==> src/rtl/uart_pkg.sv <==
// -----------------------------------------------------------------------------
// uart_pkg
// Shared definitions for the UART transmitter and receiver: frame geometry,
// default baud divisor and the FSM state encoding used on both sides.
// -----------------------------------------------------------------------------
`timescale 1ns/1ps
package uart_pkg;

    localparam int UART_DATA_BITS        = 8;
    localparam int UART_FRAME_BITS       = 11;   // start + 8 data + parity + stop
    localparam int UART_BAUD_CNT_DEFAULT = 5199; // bit period = BAUD_CNT + 1 clocks

    typedef enum logic [2:0] {
        ST_IDLE   = 3'd0,
        ST_START  = 3'd1,
        ST_DATA   = 3'd2,
        ST_PARITY = 3'd3,
        ST_STOP   = 3'd4
    } uart_state_e;

    // Even parity: the parity bit makes the total number of ones even.
    function automatic logic even_parity(input logic [UART_DATA_BITS-1:0] d);
        return ^d;
    endfunction

endpackage

==> src/rtl/uart_baud_tick.sv <==
// -----------------------------------------------------------------------------
// uart_baud_tick
// Bit-period timer. While run is high the counter steps 0..BAUD_CNT and
// bit_tick marks the last cycle of each bit period; run low holds it at 0 so
// every frame starts on a fresh, full-length bit.
//
// Ports:
//   clk      in   system clock
//   rst      in   synchronous active-high reset
//   run      in   enable; counter cleared while low
//   bit_tick out  high in the final cycle of a bit period
// -----------------------------------------------------------------------------
`timescale 1ns/1ps
module uart_baud_tick
    import uart_pkg::*;
#(
    parameter int BAUD_CNT = UART_BAUD_CNT_DEFAULT
) (
    input  logic clk,
    input  logic rst,
    input  logic run,
    output logic bit_tick
);

    localparam int CW = (BAUD_CNT > 0) ? $clog2(BAUD_CNT + 1) : 1;

    logic [CW-1:0] tick_cnt;

    assign bit_tick = run && (tick_cnt == CW'(BAUD_CNT));

    always_ff @(posedge clk) begin
        if (rst || !run) begin
            tick_cnt <= '0;
        end else if (bit_tick) begin
            tick_cnt <= '0;
        end else begin
            tick_cnt <= tick_cnt + CW'(1);
        end
    end

endmodule

==> src/rtl/device_uart_tx.sv <==
// -----------------------------------------------------------------------------
// device_uart_tx
// UART transmitter: one byte per request, framed as start(0), 8 data bits
// LSB first, even parity, stop(1). All outputs are registered.
//
// State table:
//   state     | meaning
//   ST_IDLE   | line high, waiting for transmitStart
//   ST_START  | driving start bit (0)
//   ST_DATA   | driving shift_r[0], bit_idx counts 0..7
//   ST_PARITY | driving parity_r
//   ST_STOP   | driving stop bit (1); end raises txInterrupt
//
// Ports:
//   clk            in   system clock
//   rst            in   synchronous active-high reset
//   transmitData   in   byte to send, sampled when a start is accepted
//   transmitStart  in   one-cycle request, honoured only in ST_IDLE
//   clearInterrupt in   clears txInterrupt (a simultaneous set wins)
//   serialDataTX   out  serial line, idles high
//   txBusy         out  frame in progress
//   txInterrupt    out  sticky frame-done flag
// -----------------------------------------------------------------------------
`timescale 1ns/1ps
module device_uart_tx
    import uart_pkg::*;
#(
    parameter int BAUD_CNT = UART_BAUD_CNT_DEFAULT
) (
    input  logic                      clk,
    input  logic                      rst,
    input  logic [UART_DATA_BITS-1:0] transmitData,
    input  logic                      transmitStart,
    input  logic                      clearInterrupt,
    output logic                      serialDataTX,
    output logic                      txBusy,
    output logic                      txInterrupt
);

    uart_state_e               state;
    logic [UART_DATA_BITS-1:0] shift_r;
    logic [2:0]                bit_idx;
    logic                      parity_r;
    logic                      bit_tick;
    logic                      run;
    logic                      irq_set;

    assign run     = (state != ST_IDLE);
    assign irq_set = (state == ST_STOP) && bit_tick;

    uart_baud_tick #(
        .BAUD_CNT (BAUD_CNT)
    ) u_baud_tick (
        .clk      (clk),
        .rst      (rst),
        .run      (run),
        .bit_tick (bit_tick)
    );

    // The line register is loaded with the value of the bit being entered, so
    // the output changes on the same edge as the state and stays glitch-free.
    always_ff @(posedge clk) begin
        if (rst) begin
            state        <= ST_IDLE;
            shift_r      <= '0;
            bit_idx      <= '0;
            parity_r     <= 1'b0;
            serialDataTX <= 1'b1;
            txBusy       <= 1'b0;
        end else begin
            case (state)
                ST_IDLE: begin
                    if (transmitStart) begin
                        shift_r      <= transmitData;
                        parity_r     <= even_parity(transmitData);
                        state        <= ST_START;
                        serialDataTX <= 1'b0;
                        txBusy       <= 1'b1;
                    end else begin
                        serialDataTX <= 1'b1;
                        txBusy       <= 1'b0;
                    end
                end
                ST_START: begin
                    if (bit_tick) begin
                        state        <= ST_DATA;
                        bit_idx      <= '0;
                        serialDataTX <= shift_r[0];
                    end
                end
                ST_DATA: begin
                    if (bit_tick) begin
                        shift_r <= {1'b0, shift_r[UART_DATA_BITS-1:1]};
                        bit_idx <= bit_idx + 3'd1;
                        if (bit_idx == 3'(UART_DATA_BITS - 1)) begin
                            state        <= ST_PARITY;
                            serialDataTX <= parity_r;
                        end else begin
                            serialDataTX <= shift_r[1];
                        end
                    end
                end
                ST_PARITY: begin
                    if (bit_tick) begin
                        state        <= ST_STOP;
                        serialDataTX <= 1'b1;
                    end
                end
                ST_STOP: begin
                    if (bit_tick) begin
                        state        <= ST_IDLE;
                        serialDataTX <= 1'b1;
                        txBusy       <= 1'b0;
                    end
                end
                default: begin
                    state        <= ST_IDLE;
                    serialDataTX <= 1'b1;
                    txBusy       <= 1'b0;
                end
            endcase
        end
    end

    always_ff @(posedge clk) begin
        if (rst) begin
            txInterrupt <= 1'b0;
        end else if (irq_set) begin
            txInterrupt <= 1'b1;
        end else if (clearInterrupt) begin
            txInterrupt <= 1'b0;
        end
    end

endmodule

==> config.mk <==
export PLATFORM = sky130hd
export DESIGN_NAME = device_uart_tx
export DESIGN_NICKNAME = d
export VERILOG_FILES = /design/src/rtl/uart_pkg.sv /design/src/rtl/uart_baud_tick.sv /design/src/rtl/device_uart_tx.sv
export SDC_FILE = /design/constraint.sdc
export NUM_CORES = 1
export LEC_CHECK = 0
export ABC_AREA = 1
export CAP_MARGIN = 20
export CORE_MARGIN = 5
export CORE_UTILIZATION = 53
export DETAILED_ROUTE_END_ITERATION = 16
export GPL_ROUTABILITY_DRIVEN = 0
export GPL_TIMING_DRIVEN = 0
export PLACE_DENSITY = 0.74
export SETUP_SLACK_MARGIN = 0.1
export SLEW_MARGIN = 20
export SYNTH_ARGS = -nofsm -noshare
export SYNTH_HDL_FRONTEND = slang
export SYNTH_SLANG_ARGS = --single-unit
==> constraint.sdc <==
create_clock -name clk -period 1.6 [get_ports clk]
set_input_delay 0.24 -clock clk [delete_from_list [all_inputs] [get_ports clk]]
set_output_delay 0.24 -clock clk [all_outputs]
set_load 0.02 [all_outputs]
# Word-level counts from Yosys, hierarchy flattened
# Index checks and enable logic that the tools add are counted.
# W data, S select, Z words.
# word_totals
elab_cells	66
input_bits	12
reg_bits	31
out_inout_bits	3
# classes
add_sub_neg	2
n_eq_ne	13
n_reduce_logical	19
bitwise_logic	1
muxes	23
# op_table
operator	count
$mux W3	7
$mux W8	2
$pmux W8 S2	1
$pmux W3 S5	1
$add A13 B1 Y13 const B	1
$eq A13 B13 Y1 const B	1
$ne A2 B2 Y1 const B	6
$mux W1	9
$reduce_and A3 Y1	3
$reduce_xor A8 Y1	1
$eq A3 B2 Y1 const B	2
$eq A3 B3 Y1 const B	2
$pmux W3 S2	1
$reduce_and A6 Y1	1
$reduce_bool A2 Y1	3
$pmux W1 S4	1
$reduce_and A2 Y1	2
$reduce_or A2 Y1	2
$add A3 B1 Y3 const B	1
$eq A3 B1 Y1 const B	1
$logic_not A3 Y1	1
$pmux W1 S3	1
$reduce_bool A3 Y1	1
$reduce_or A3 Y1	1
5 further kinds	6

# Logic depth before layout (Yosys ltp)
# Gate-level depths: netlist of the first run.
# depth
word_depth	4
depth_mapped	11
mapped_depth_nobuf	10

# Cells and area by module
# A second synthesis of the first run with hierarchy kept.
# hier_totals
hier_cells	271
hier_area_um2	1706.6
# by_module_without_submodules
mod	area_per_inst_um2	cells_per_inst	seq_area_each_um2	instances
device_uart_tx	1041.0	172	360.3	1
uart_baud_tick	665.6	99	260.2	1

# Worst setup path before layout of the first run
# No wires, ideal clock.
# synth_timing
kind	register -> register
start	register u_baud_tick.tick_cnt[0]
end	register shift_r[0]
stages_incl_launch_ff	10
setup_slack_ps	160
required_ps	1487
arrival_time_ps	1327
n_path_buf	1
synth_period_minus_slack_ps	1440
setup_time_ps	113
cell_sequence	dfxtp_1 > ha_1 > nand3_2 > a21oi_4 > nand3_4 > nand2_4 > nand2_4 > buf_6 > nor2_1 > nor2_1
# synth_via
elab_chain_cells	4
# synth_lines
item	line_no	rtl
start, declared	uart_baud_tick.sv:27	logic [CW-1:0] tick_cnt;
start signal, assigned	uart_baud_tick.sv:37	tick_cnt <= tick_cnt + CW'(1);
$eq A13 B13 Y1	uart_baud_tick.sv:29	assign bit_tick = run && (tick_cnt == CW'(BAUD_CNT));
$logic_and A1 B1 Y1	uart_baud_tick.sv:29	
$ne A2 B2 Y1 (no source line)	--	
$reduce_and A3 Y1 (no source line)	--	
end signal, assigned	device_uart_tx.sv:74	shift_r <= transmitData;
end signal, assigned	device_uart_tx.sv:93	shift_r <= {1'b0, shift_r[UART_DATA_BITS-1:1]};
end, declared	device_uart_tx.sv:41	logic [UART_DATA_BITS-1:0] shift_r;
# No other way between the ends.
# A chain may end at the register's enable or synchronous reset.

# Final worst setup path of the first run
# Same ends and word-level chain as after synthesis.

==> results.toml, run 1 <==
[timing]
setup_slack_ns = 0.0787
drv_slew = 0
final.setup_skew_ns = 0.00604
hold_slack_ns = 0.478
max_freq_mhz = 657
setup_viol = 0
finalCriticalPeriod_ns = 1.52
relSlewSlack_pct = 80.3
finalCritPeriodShare_pct = 95.1
rsz0062_at_grt = "true"
hold_viol_final = 0
tightest_slew_ns = 0.293

[final_layout]
fin_cells = 325
finalNetCount = 295
syn_to_final_growth_pct = 23.4
layout-drive-gt1-share_pct = 17.8
diodes = 0

[run]
maxCapViolations = 0

[logic_synthesis]
syn-num-nets = 266
synth-simple-area-share_pct = 38.3
yosysUniqueCellTypes = 32
syn_area_per_cell_um2 = 6.76
syn_area_mm2 = 0.00170
yosysTopAreaCell = "dfxtp_1"
ys_top_cells_by_count = "65 x nand2_1, 40 x nor2_1, 31 x dfxtp_1, 31 x inv_1, 12 x a21oi_1"
ys_ff_latch = 31
muxShareOfSynthArea_pct = 0
yosysSeqAreaShare_pct = 36.6
synth_top_family_by_area = "simple AND/OR/NAND/NOR gates"
synth_edf_count = 0
synth_top_area_share_pct = 36.6
yosysWarningCount = 0
synthCells = 251
synth_area_leaders = "dfxtp_1 37%, nand2_1 14%, nor2_1 8.8%, inv_1 6.9%, a21oi_1 3.5%"
synthArstFlopShare_pct = 0
yosys.area_share.adder_pct = 2.21
synth_compound_area_share_pct = 8.92
synth_flop_cell = "dfxtp_1"
yosysMostFrequentCell = "nand2_1"
synth_xor_area_share_pct = 5.16

[worst_setup_path]
end_kind = "register"
crit_type = "register to register"
cp-start-kind = "register"
cp-startpoint = "u_baud_tick.tick_cnt[0]"
reg2reg_depth = 9
reg2reg_to = "shift_r[0]"
r2r_start = "u_baud_tick.tick_cnt[0]"
required_ns = 1.84
r2r_slack_ns = 0.08
cp_max_fo = 7
critPathArrivalTime_ns = 1.76
crit_end = "shift_r[0]"

[power]
powerDensity_mw_per_mm2 = 1680
finalPower_mw = 3.51
peakVddDrop_mv = 1.10
leakage_nw = 0.865

[route]
vias_per_cell = 4.95
wl_um = 3600
postRouteAntennaNets = 0
drc = 0
dr.pass1.iters = 4
routedWlPerCell_um = 11.1
vias = 1609
drtIter0Drc = 64

[floorplan]
num_rows = 20
initial_core_util_pct = 55.6
die_y_um = 66.6
fp.dieArea_mm2 = 0.00443
die_x_um = 66.6
core-area_mm2 = 0.00305
ioPinCount = 15

[clock_network]
clkLatencyLatePin_ns = 0.34
cts_hold_buf = 0
cts_made_buffers = 5
cts-root-buf = "clkbuf_4"
cts_tree = "built"
cts_buffer_depth = 2
clkSinkCount = 31
clk_pin_slew_ns = 0.11
htree_num_levels = 2

[grt]
grt_antenna_before_repair = 0
track_usage_pct = 18.9
gr-total-overflow = 0
grt_pass1_wl_um = 6400
grt_pass1_vias = 1492
grt_max_degree = 11

[min_path]
hold_start = "bit_idx[2]"
hold_class = "register to register"

[placed_design]
place_ws_ns = -0.0577
port_buffers = 14
hpwl_um = 2480
dp_cells = 309

[status]
status = "completed"
## worst min path at each step
stage | endpoint | slack, ns | cells past startpoint
CTS | bit_idx[2] | 0.48 | 2
detailed placement | u_baud_tick.tick_cnt[0] | 0.44 | 1
global route | bit_idx[2] | 0.49 | 2
global placement | u_baud_tick.tick_cnt[0] | 0.43 | 1
finish | bit_idx[2] | 0.48 | 2
floorplan | bit_idx[1] | 0.31 | 1
## sequential cells by signal, indices dropped and copies added, names as in the netlist
register and count:
u_baud_tick.tick_cnt 13, shift_r 8, bit_idx 3, state 3, parity_r 1, serialDataTX 1
txBusy 1, txInterrupt 1
## per-layer routing
layer / share of wire [%] / global-route usage, % / vias up / wire (um)
met5: 0 / 0 / - / 0
met4: 2.1 / 9.39 / 0 / 74
met3: 5.2 / 4.55 / 7 / 186
met2: 47 / 30.7 / 38 / 1700
met1: 46 / 23.1 / 722 / 1640
li1: - / - / 842 / -
## final cells by class
type	count	area, um^2
multi-input combinational	183	972
fill	266	960
sequential	31	629
timing repair buffer	22	198
inverter	33	124
tap	44	55.1
clock buffer	6	51.3
clock inverter	2	35.0
buffer	4	28.8
## stage by stage
stage,utilization (%),area [um^2],setup TNS [ns]
after floorplan,-,1700,0
after global placement,62.0,1890,-0.514
after detailed placement,62.0,1890,-0.550
after CTS,67.2,2050,0
after global routing,68.6,2090,-0.0600
final,68.6,2090,0
## critical path, stage by stage (launching register included)
cell	delay [ns]
dfxtp_2	0.37
ha_4	0.16
nand3_4	0.11
a21oi_4	0.15
nand3_4	0.14
nand2_4	0.11
nand2_4	0.06
buf_2	0.16
nor2_1	0.11
nor2_1	0.06
## power by group
| group | leakage [nW] | internal, mW | total [mW] | switching [mW] |
|---|---|---|---|---|
| clock network | 0.0482 | 0.369 | 0.665 | 0.296 |
| registers | 0.256 | 0.971 | 1.10 | 0.126 |
| logic | 0.561 | 0.665 | 1.75 | 1.08 |
## logic make-up after synthesis
kind of cell             count (synthesis)
XOR/XNOR                                10
AND/OR/NAND/NOR                        143
adder cells (fa/ha/maj)                  3
flip-flops                              31
AO/OA/AOI/OAI                           27
buffers and inverters                   37
## layout by cell type, fill, tap and decap left out, types with 2 or more instances in the layout
master	count
nor2_1	37
buf_4	7
nand2_1	62
inv_2	2
ha_1	2
nand3b_1	2
nand3_4	2
nand2_2	5
buf_2	3
nor2_2	5
a21oi_1	12
nand2_4	2
clkbuf_4	5
nor3_2	2
xor2_1	4
or2_2	2
nand3_1	10
o21ai_0	11
nor3_1	7
dfxtp_2	4
clkdlybuf4s50_1	11
buf_6	2
dlygate4sd2_1	3
xnor2_1	6
inv_1	31
dfxtp_1	26
## repair_timing
| action | CTS | global route |
|---|---|---|
| endpoints found under the setup margin | 26 | 28 |
| gates resized for setup | 11 | 11 |
| gates cloned | 0 | 1 |
| setup buffers | 6 | 2 |
| pin swaps | 2 | 4 |
Note: power is estimated with default switching activity, not from simulation.
==> inputs of run 2 (changes only) <==
Settings changed: CELL_PAD_IN_SITES_DETAIL_PLACEMENT set to 1, CELL_PAD_IN_SITES_GLOBAL_PLACEMENT set to 1, CORE_UTILIZATION 53 to 40, PLACE_DENSITY 0.74 to not set, PLACE_DENSITY_LB_ADDON set to 0.1.
==> run 2 against run 1 <==
Compared with the run above:
- worst hold slack got worse by 0.0090 ns
- sequential share of layout area fell by 1.3 points
- final cell count rose by 2.2%
- largest power group unchanged
==> results.toml, run 2 (synthesis gave the netlist of run 1 again) <==
[status]
status = "completed"

[route]
dr.pass1.iters = 4
vias = 1590
drtIter0Drc = 30
postRouteAntennaNets = 0
vias_per_cell = 4.79
wl_um = 4200
routedWlPerCell_um = 12.7
drc = 0

[final_layout]
largestRegisters = "u_baud_tick.tick_cnt x13, shift_r x8"
layout_commonest_cell = "nand2_1"
nFillCells = 535
diodes = 0
syn_to_final_growth_pct = 28.8
largest_reg_flops = 13
finalNetCount = 296
final_cell_mix = "62 x nand2_1, 34 x nor2_1, 31 x inv_1, 24 x dfxtp_1, 12 x a21oi_1"
final_core_util_pct = 53.8
fin_cells = 332
regMostFlops = "u_baud_tick.tick_cnt"
layout-drive-gt1-share_pct = 19.1

[floorplan]
die_y_um = 75.1
num_rows = 23
core-area_mm2 = 0.00406
initial_core_util_pct = 41.8
fp.dieArea_mm2 = 0.00564
die_x_um = 75.1
ioPinCount = 15

[worst_setup_path]
cp_max_fo = 6
cp_slowest_cell = "dfxtp_2"
required_ns = 1.79
crit_type = "register to register"
slowest_delay_ns = 0.36
path_cells = "ha_4, nand3_4, a21oi_4, nand3_4, nand2_4, nand2_8, clkbuf_16, nor2_1, nor2_1"
critPathArrivalTime_ns = 1.69
end_kind = "register"
cp-start-kind = "register"

[power]
p_sw_share_pct = 43.9
power.internal_mw = 2.13
pwr-share-seq_pct = 29.6
powerDensity_mw_per_mm2 = 1740
switching_power_mw = 1.66
power.share.clock_pct = 16.4
peakVddDrop_mv = 0.821
comb_power_share_pct = 54.0
finalPower_mw = 3.79
leakage_nw = 0.926

[clock_network]
clk_pin_slew_ns = 0.07
cts_hold_buf = 0
cts_buffer_depth = 2
cts_tree = "built"
clkSinkCount = 31
htree_num_levels = 2
clkLatencyLatePin_ns = 0.29
cts_made_buffers = 5
cts-root-buf = "clkbuf_8"

[timing]
rsz0062_at_grt = "true"
finalCritPeriodShare_pct = 94.0
setup_viol = 0
drv_slew = 0
tightest_slew_ns = 0.353
hold_slack_ns = 0.469
hold_viol_final = 0
finalCriticalPeriod_ns = 1.50
final.setup_skew_ns = 0.00629
relSlewSlack_pct = 76.2
max_freq_mhz = 665
setup_tns_ns = 0

[min_path]
hold_class = "register to register"

[grt]
gr-total-overflow = 0
grt_max_degree = 11
grt_antenna_before_repair = 0
track_usage_pct = 16.9
grt_pass1_vias = 1615
grt_pass1_wl_um = 7220

[placed_design]
port_buffers = 14
hpwl_um = 2890
dp_cells = 315

[run]
maxCapViolations = 0
## run 2: cell types whose count changed in the layout (fill, tap and decap cells not counted), moves of 3 or more
cell            before  now
clkbuf_8             1    5
dfxtp_2              4    7
dlygate4sd2_1        3    0
dlymetal6s2s_1       0    3
nor2_4               1    6
clkbuf_4             5    0
nor2_1              37   34
## run 2: metrics by stage
stage / worst slack, ns / instance area, um^2
detailed placement: -0.136 / 1900
global placement: -0.122 / 1900
floorplan: 0.160 / 1700
finish: 0.0958 / 2180
CTS: 0.102 / 2070
global route: 0.0150 / 2180
## run 2: final timing paths
check | slack [ns] | end | depth (start not counted) | startpoint
max | 0.1 | shift_r[4] | 9 | u_baud_tick.tick_cnt[0]
min reg2reg | 0.47 | bit_idx[2] | 2 | bit_idx[2]
min | 0.47 | bit_idx[2] | 2 | bit_idx[2]
max reg2reg | 0.1 | shift_r[4] | 9 | u_baud_tick.tick_cnt[0]
## run 2: routing by layer
metal | track usage, % | vias up | wire (um)
met5 | 0 | - | 0
met4 | 5.93 | 0 | 63
met3 | 4.41 | 6 | 122
met2 | 28.3 | 14 | 2020
met1 | 20.8 | 731 | 1990
li1 | - | 839 | -
## run 2: worst max-delay path, delay by kind of cell, from the launching register on
family          cells  cell delay [ns]
flops               1             0.36
fa+ha+maj           1             0.15
compound gates      1             0.16
buf+inv             1             0.17
simple gates        6             0.57
## run 2: final cells by class
class	instances	area (um^2)	share of cell area, %
Clock inverter	2	12.5	0.573
Timing Repair Buffer	23	233	10.7
Inverter	33	124	5.67
Sequential cell	31	629	28.8
Buffer	4	32.5	1.49
Clock buffer	6	72.6	3.32
Tap cell	50	62.6	2.86
Multi-Input combinational cell	183	1020	46.6
## run 2: timing repair
action / in CTS / in global routing
pin swaps: 3 / 6
resized for setup: 10 / 25
setup buffers: 6 / 2
setup endpoints to repair: 25 / 31
cloned: 0 / 1
## run 2: power groups by stage
stage               clock network (mW)  logic (mW)  registers, mW
floorplan                            0        1.20           1.10
global placement                     0        1.57           1.09
detailed placement                   0        1.59           1.10
CTS                              0.647        1.66           1.10
global route                     0.689        2.33           1.15
finish                           0.622        2.05           1.12
